### config.mk
export PLATFORM = sky130hd
export DESIGN_NAME = dispatch_flat
export DESIGN_NICKNAME = d
export VERILOG_FILES = /design/src/rtl/dispatch_pkg.sv /design/src/rtl/dispatch_if.sv /design/src/rtl/dispatch.sv /design/src/flat_wrapper.sv
export SDC_FILE = /design/constraint.sdc
export NUM_CORES = 1
export LEC_CHECK = 0
export ABC_CLOCK_PERIOD_IN_PS = 9700
export CAP_MARGIN = 5
export CORE_MARGIN = 1.5
export CORE_UTILIZATION = 40
export CTS_BUF_LIST = sky130_fd_sc_hd__clkbuf_4
export DETAILED_ROUTE_END_ITERATION = 8
export GPL_TIMING_DRIVEN = 0
export HOLD_SLACK_MARGIN = 0.1
export PLACE_DENSITY = 0.73
export SYNTH_ARGS = -nofsm -noshare
export SYNTH_HDL_FRONTEND = slang
export SYNTH_SLANG_ARGS = --single-unit
### constraint.sdc
create_clock -name clk -period 9.7 [get_ports clk]
set_clock_uncertainty 0.2 [all_clocks]
set_input_delay 0.97 -clock clk [delete_from_list [all_inputs] [get_ports clk]]
set_output_delay 0.97 -clock clk [all_outputs]
set_load 0.05 [all_outputs]
### src/rtl/dispatch_pkg.sv
// Shared GPU dispatch definitions: id/count widths and the
// per-block thread-count width helper.
package dispatch_pkg;

    localparam int BID_W = 8;
    localparam int TC_W  = 8;

    function automatic int tcw(input int tpb);
        return $clog2(tpb) + 1;
    endfunction

endpackage

### src/rtl/dispatch_if.sv
// Launch/control and per-core block assignment signals between
// the device-control registers, the dispatcher and the cores.
interface dispatch_if
    import dispatch_pkg::*;
#(
    parameter int NUM_CORES = 2,
    parameter int TPB       = 4
);
    localparam int CW = tcw(TPB);

    logic                 start;
    logic [TC_W-1:0]      thread_count;
    logic [NUM_CORES-1:0] core_done;
    logic [NUM_CORES-1:0] core_start;
    logic [NUM_CORES-1:0] core_reset;
    logic [BID_W-1:0]     core_block_id     [NUM_CORES];
    logic [CW-1:0]        core_thread_count [NUM_CORES];
    logic                 done;

    modport slave (
        input  start, thread_count, core_done,
        output core_start, core_reset, core_block_id,
        output core_thread_count, done
    );

    modport master (
        output start, thread_count, core_done,
        input  core_start, core_reset, core_block_id,
        input  core_thread_count, done
    );

endinterface

### src/rtl/dispatch.sv
// Block-level work distributor: splits a kernel into fixed-size
// blocks, hands them to idle cores and reports kernel completion.
module dispatch
    import dispatch_pkg::*;
#(
    parameter int NUM_CORES         = 2,
    parameter int THREADS_PER_BLOCK = 4
) (
    input  logic      clk,
    input  logic      reset,
    dispatch_if.slave bus
);
    localparam int LOG2 = $clog2(THREADS_PER_BLOCK);
    localparam int CW   = tcw(THREADS_PER_BLOCK);
    localparam logic [CW-1:0]   FULL   = CW'(THREADS_PER_BLOCK);
    localparam logic [TC_W-1:0] TPB_M1 = TC_W'(THREADS_PER_BLOCK - 1);

    logic             r_running;
    logic             r_done;
    logic [BID_W-1:0] r_total;
    logic [BID_W-1:0] r_disp;
    logic [BID_W-1:0] r_bdone;
    logic [CW-1:0]    r_last;

    logic [TC_W:0]        w_sum9;
    logic [TC_W:0]        w_shift;
    logic [BID_W-1:0]     w_total;
    logic [BID_W-1:0]     w_base;
    logic [TC_W-1:0]      w_last;
    logic [NUM_CORES-1:0] w_idle;
    logic [NUM_CORES-1:0] w_busy;
    logic [NUM_CORES-1:0] w_grant;
    logic [NUM_CORES-1:0] w_fin;
    logic [BID_W-1:0]     w_id [NUM_CORES];
    logic [BID_W-1:0]     w_ndisp;
    logic [BID_W-1:0]     w_nfin;

    // 9-bit sum so thread_count=255 still rounds up correctly
    assign w_sum9  = {1'b0, bus.thread_count} + {1'b0, TPB_M1};
    assign w_shift = w_sum9 >> LOG2;
    assign w_total = w_shift[BID_W-1:0];
    assign w_base  = (w_total - BID_W'(1)) << LOG2;
    assign w_last  = bus.thread_count - w_base;

    // Idle cores take consecutive ids in ascending core order
    always_comb begin
        w_grant = '0;
        w_fin   = '0;
        w_ndisp = r_disp;
        w_nfin  = '0;
        w_id    = '{default: '0};
        for (int i = 0; i < NUM_CORES; i++) begin
            w_id[i] = w_ndisp;
            if (w_idle[i] && (w_ndisp < r_total)) begin
                w_grant[i] = 1'b1;
                w_ndisp    = w_ndisp + BID_W'(1);
            end
            if (w_busy[i] && bus.core_done[i]) begin
                w_fin[i] = 1'b1;
                w_nfin   = w_nfin + BID_W'(1);
            end
        end
    end

    always_ff @(posedge clk) begin
        if (!reset) begin
            r_running <= 1'b0;
            r_done    <= 1'b0;
            r_total   <= '0;
            r_disp    <= '0;
            r_bdone   <= '0;
            r_last    <= FULL;
        end else if (!r_running) begin
            if (bus.start) begin
                r_running <= 1'b1;
                r_total   <= w_total;
                r_last    <= w_last[CW-1:0];
            end
        end else begin
            r_disp  <= w_ndisp;
            r_bdone <= r_bdone + w_nfin;
            if (r_bdone == r_total)
                r_done <= 1'b1;
        end
    end

    assign bus.done = r_done;

    for (genvar g = 0; g < NUM_CORES; g++) begin : g_core
        logic             r_start;
        logic             r_rst;
        logic [BID_W-1:0] r_id;
        logic [CW-1:0]    r_cnt;

        always_ff @(posedge clk) begin
            if (!reset) begin
                r_start <= 1'b0;
                r_rst   <= 1'b1;
                r_id    <= '0;
                r_cnt   <= FULL;
            end else if (r_running) begin
                if (r_rst)
                    r_rst <= 1'b0;
                if (w_grant[g]) begin
                    r_start <= 1'b1;
                    r_id    <= w_id[g];
                    r_cnt   <= (w_id[g] == r_total - BID_W'(1))
                             ? r_last : FULL;
                end
                if (w_fin[g]) begin
                    r_start <= 1'b0;
                    r_rst   <= 1'b1;
                end
            end
        end

        assign w_idle[g]                 = r_rst;
        assign w_busy[g]                 = r_start;
        assign bus.core_start[g]         = r_start;
        assign bus.core_reset[g]         = r_rst;
        assign bus.core_block_id[g]      = r_id;
        assign bus.core_thread_count[g]  = r_cnt;
    end

endmodule

### src/flat_wrapper.sv
// flat-port wrapper written by rule: the top's interface ports become plain ports
module dispatch_flat import dispatch_pkg::*;
#(
    parameter int NUM_CORES         = 2,
    parameter int THREADS_PER_BLOCK = 4
)
  (clk, reset, bus_start, bus_thread_count, bus_core_done, bus_core_start, bus_core_reset, bus_core_block_id, bus_core_thread_count, bus_done);
  dispatch_if #(.NUM_CORES(NUM_CORES), .TPB((4))) bus_i ();
  input  logic clk;
  input  logic reset;
  input wire logic [$bits(bus_i.start)-1:0] bus_start;
  input wire logic [$bits(bus_i.thread_count)-1:0] bus_thread_count;
  input wire logic [$bits(bus_i.core_done)-1:0] bus_core_done;
  output wire logic [$bits(bus_i.core_start)-1:0] bus_core_start;
  output wire logic [$bits(bus_i.core_reset)-1:0] bus_core_reset;
  output wire logic [$bits(bus_i.core_block_id)-1:0] bus_core_block_id;
  output wire logic [$bits(bus_i.core_thread_count)-1:0] bus_core_thread_count;
  output wire logic [$bits(bus_i.done)-1:0] bus_done;
  assign bus_i.start = bus_start;
  assign bus_i.thread_count = bus_thread_count;
  assign bus_i.core_done = bus_core_done;
  assign bus_core_start = bus_i.core_start;
  assign bus_core_reset = bus_i.core_reset;
  assign bus_core_block_id = {>>{bus_i.core_block_id}};
  assign bus_core_thread_count = {>>{bus_i.core_thread_count}};
  assign bus_done = bus_i.done;
  dispatch #(.NUM_CORES(NUM_CORES), .THREADS_PER_BLOCK(THREADS_PER_BLOCK)) u_core (.clk(clk), .reset(reset), .bus(bus_i));
endmodule
# Word-level counts from Yosys, hierarchy flattened
# Index checks and enable logic that the tools add are counted.
[totals]
register_bits = 54
latchBits = 0
ramBits = 0
rom_bits = 0
in_bits = 13
output_inout_bits = 27
elab_cells = 58
mem_count = 0
[classes]
addsub = 8
mul = 0
div_mod_pow = 0
order_cmp = 2
eq_ne = 3
shifts = 0
muxes = 18
n_bitwise = 1
n_reduce_logical = 12
[op_table]
columns = ["cell", "n"]
rows = [
  ["$mux W8", 3],
  ["$add A8 B1 Y8 const B", 2],
  ["$eq A8 B8 Y1", 2],
  ["$lt A8 B7 Y1", 2],
  ["$mux W1", 13],
  ["$reduce_and A2 Y1", 6],
  ["$add A8 B2 Y9 const B", 1],
  ["$add A8 B8 Y8", 1],
  ["$eq A8 B7 Y1", 1],
  ["$sub A7 B1 Y8 const B", 1],
  ["$mux W3", 2],
  ["$logic_and A1 B1 Y1", 4],
  ["$reduce_bool A2 Y1", 2],
  ["$sub A3 B3 Y3", 1],
  ["$add A1 B1 Y2 const B", 1],
  ["$not A1 Y1", 1],
  ["$sub A1 B1 Y1 const B", 1],
]

# Logic depth before layout (Yosys ltp)
[logic_depth]
depth_word = 8
mapped_depth = 17
depth_no_buf = 16

# Least setup slack after synthesis
# No wires, ideal clock.
[synth_timing]
path_type = "register to register"
startpoint = "reg u_core.r_total[1]"
endpoint = "reg u_core.r_disp[4]"
setup_ns = 0.072
arrival_ns = 3.943
required_ns = 9.428
path_slack_ns = 5.485
stages_incl_launch_ff = 17
path_buffers = 0
period_less_slack_ns = 4.215
cell_sequence = "dfxtp_1 -> inv_1 -> ha_1 -> nor2b_4 -> o211a_4 -> o21a_4 -> nor4_4 -> xnor2_1 -> inv_1 -> ha_1 -> a21o_1 -> a2111oi_2 -> o21a_1 -> o211ai_2 -> or4b_1 -> a31oi_1 -> mux2i_1"
[synth_rtl]
columns = ["item", "line_no", "rtl"]
rows = [
  ["start: declaration", "dispatch.sv:20", "logic [BID_W-1:0] r_total;"],
  ["start signal: assignment", "dispatch.sv:76", "r_total <= w_total;"],
  ["end signal: assignment", "dispatch.sv:80", "r_disp <= w_ndisp;"],
  ["end: declaration", "dispatch.sv:21", "logic [BID_W-1:0] r_disp;"],
]

==> impl_metrics.ini <==
[synth]
synth_top_cell_by_area = dfxtp_1
syn-cell-area_mm2 = 0.00329
synth_top_area_share = 0.329
synth_edf_count = 0
yosysSeqAreaShare = 0.329
synthArstFlopShare = 0
synth_flop_cell = dfxtp_1
yosys_warnings = 0
syn_inst = 397
synth_area_leaders = dfxtp_1 33%, ha_1 7.6%, xnor2_1 6.4%
synth_nets = 431
ys_types = 61
avgSynthCellArea_um2 = 8.28
ys_seq_elements = 54

[global_routing]
grt_pass1_wl_um = 14600
antenna_found_initial = 0
grt.total_usage = 0.214
grt_overflow = 0
grt_max_degree = 17
grt_pass1_vias = 3010

[critical_path]
cp_top_family = compound AO/OA/AOI/OAI gates
critPathCapture = u_core.g_core[1].r_cnt[2]
path_class = reg -> reg
crit_path_end_kind = register
crit_path_start = u_core.r_total[3]
worst_ep_arrival_time_ns = 5.24
cp.required_ns = 9.81
r2r_slack_ns = 4.57
start_kind = register
cp_slowest_stage_delay_ns = 0.45
timing.rr.end = u_core.g_core[1].r_cnt[2]
r2r-start = u_core.r_total[3]
cp.depth = 16
crit_buf_inv = 3
cp_slowest_cell = nor4b_1
path_common_cell = ha_1
cp_max_fo = 10
reg2reg_depth = 16
path_cells = clkbuf_1, inv_1, ha_1, a21o_1, o21a_4, buf_4, nor2_1, xnor2_1, ha_1, and3b_1, a2111oi_0, o21a_1, o211ai_1, nor4b_1, nand4_1, o21ba_1

[clock_network]
clock-sinks = 54
ctsHoldBuffers = 0
post_cts_buffers = 0
clock-root-buffer = clkbuf_4
cts_buffer_depth = 2
htreeDepth = 2
cts_made_buffers = 5
cts_tree = yes
cts.repair.resized = 0
cts.clk_slew.worst_paths_ns = 0.17
clock_latency_ns = 0.39

[job]
maxCapViolCount = 0

[placement]
placed_cells = 538
place_congestion = 0.970
pre_cts_ws_ns = 4.65
io_buffers = 39
hpwl_um = 6900

[sta]
setup_slack_ns = 4.57
rsz0062_at_grt = no
maxSlewHeadroom = 0.395
period_minus_slack_ns = 5.13
setup_violations = 0
fmax_ghz = 0.195
worst_pin_slew_ns = 0.901
period_share = 0.529
finalSetupTns_ns = 0
slew_violations = 0
hold_viol = 0

[hold_path]
hold_path.class = reg -> reg

[final_layout]
postLayoutCoreUtil = 0.492
ff_latch_area_mm2 = 0.00108
fillers = 827
fin_nets = 477
diodes = 0
stdcell_count = 545
layout-drive-gt1-share = 0.0564
multi_input_comb_area_mm2 = 0.00202
area_growth_pct = 17.3

[floorplan]
die_height_um = 93.7
die_width_um = 93.7
rows = 32
start_util = 0.419
ios = 40
die_area_mm2 = 0.00877
fp.coreArea_mm2 = 0.00785

[power_and_ir_drop]
finalPower_w = 0.000554
p_leak_nw = 1.45
powerDensity_mw_per_mm2 = 144
irDropWorstVdd_uv = 70.7

[routing]
wirelength_um = 8980
num_vias = 3065
routed_via_density = 5.62
drt_first_pass_iters = 4
wl_per_cell_um = 16.5
drtAntennaViolNets = 0
drt_iter0_markers = 342
drc_errors = 0

[run_status]
status = complete, no violations
## area by class of cell
| class | count | area share |
|---|---|---|
| Timing Repair Buffer | 39 | 0.101 |
| Tap cell | 102 | 0.0331 |
| Clock buffer | 5 | 0.00973 |
| Sequential cell | 54 | 0.280 |
| Clock inverter | 2 | 0.00357 |
| Inverter | 19 | 0.0185 |
| Multi-Input combinational cell | 300 | 0.525 |
| Buffer | 24 | 0.0289 |
## how the worst min path moves through the flow
| stage | from | to | cells after the start |
|---|---|---|---|
| detailed placement | u_core.g_core[0].r_id[3] | u_core.g_core[0].r_id[3] | 2 |
| global route | u_core.g_core[1].r_id[2] | u_core.g_core[1].r_id[2] | 2 |
| finish | u_core.g_core[0].r_id[6] | u_core.g_core[0].r_id[6] | 2 |
| CTS | u_core.g_core[0].r_id[3] | u_core.g_core[0].r_id[3] | 2 |
| global placement | u_core.g_core[1].r_id[2] | u_core.g_core[1].r_id[2] | 2 |
| floorplan | u_core.r_last[0] | u_core.r_last[0] | 2 |
## synth_stat cells, types with 5 or more instances
| master | count |
|---|---|
| dfxtp_1 | 54 |
| nand2_1 | 53 |
| nor2_1 | 36 |
| a21oi_1 | 25 |
| xnor2_1 | 24 |
| ha_1 | 20 |
| inv_1 | 18 |
| clkbuf_1 | 16 |
| nand3_1 | 16 |
| xor2_1 | 16 |
| nor3_1 | 11 |
| a211oi_1 | 10 |
| buf_4 | 5 |
| nand4_1 | 5 |
| o21ai_1 | 5 |
## cells by family (layout without fill, tap and decap cells)
group           count (synthesis)  count (layout)  synth area share
simple gates                  155             155             0.234
compound gates                 78              78             0.170
mux                             5               5            0.0156
fa+ha+maj                      21              21            0.0822
xor+xnor                       41              41             0.113
buf+inv                        43              89            0.0556
flops                          54              54             0.329
## sequential cells by signal, summed over array words and instances, names as in the netlist
register / count
u_core.r_running: 1
u_core.r_disp: 8
u_core.g_core.r_start: 2
u_core.r_total: 7
u_core.g_core.r_id: 16
u_core.r_last: 3
u_core.g_core.r_rst: 2
u_core.bus.done: 1
u_core.r_bdone: 8
u_core.g_core.r_cnt: 6
## cell usage in the layout (no fill, tap or decap), types with 11 or more instances in the layout
cell | netlist | layout
nor2_1 | 36 | 36
dfxtp_1 | 54 | 54
nand3_1 | 16 | 16
clkbuf_1 | 16 | 16
nand2_1 | 53 | 53
xor2_1 | 16 | 16
nor3_1 | 11 | 11
inv_1 | 18 | 18
xnor2_1 | 24 | 24
ha_1 | 20 | 20
a21oi_1 | 25 | 25
clkdlybuf4s50_1 | 0 | 39
## layer usage
layer | up-vias | share of wire | track usage
li1 | 1475 | - | -
met1 | 1453 | 0.42 | 0.272
met2 | 107 | 0.46 | 0.353
met3 | 30 | 0.073 | 0.0348
met4 | 0 | 0.040 | 0.101
met5 | - | 0 | 0
## stage by stage
stage          area, um2  hold slack (ns)
2_1_floorplan       3290            0.249
3_3_place_gp        3810            0.249
3_5_place_dp        3810            0.250
4_1_cts             3860            0.270
5_1_grt             3860            0.297
6_report            3860            0.266
## power breakdown
group,total [W],internal [W],leakage (nW),switching [W]
Sequential,0.000245,0.000233,0.439,0.0000120
Combinational,0.000207,0.0000792,0.980,0.000128
Clock,0.000102,0.0000277,0.0314,0.0000742
Total,0.000554,0.000340,1.45,0.000214
## worst min-delay path, delay by kind of cell (launching register included)
| kind | cells | cell delay (ns) |
|---|---|---|
| flops | 1 | 0.34 |
| simple gates | 1 | 0.05 |
| compound gates | 1 | 0.05 |
Power figures use the tool's default switching activity.
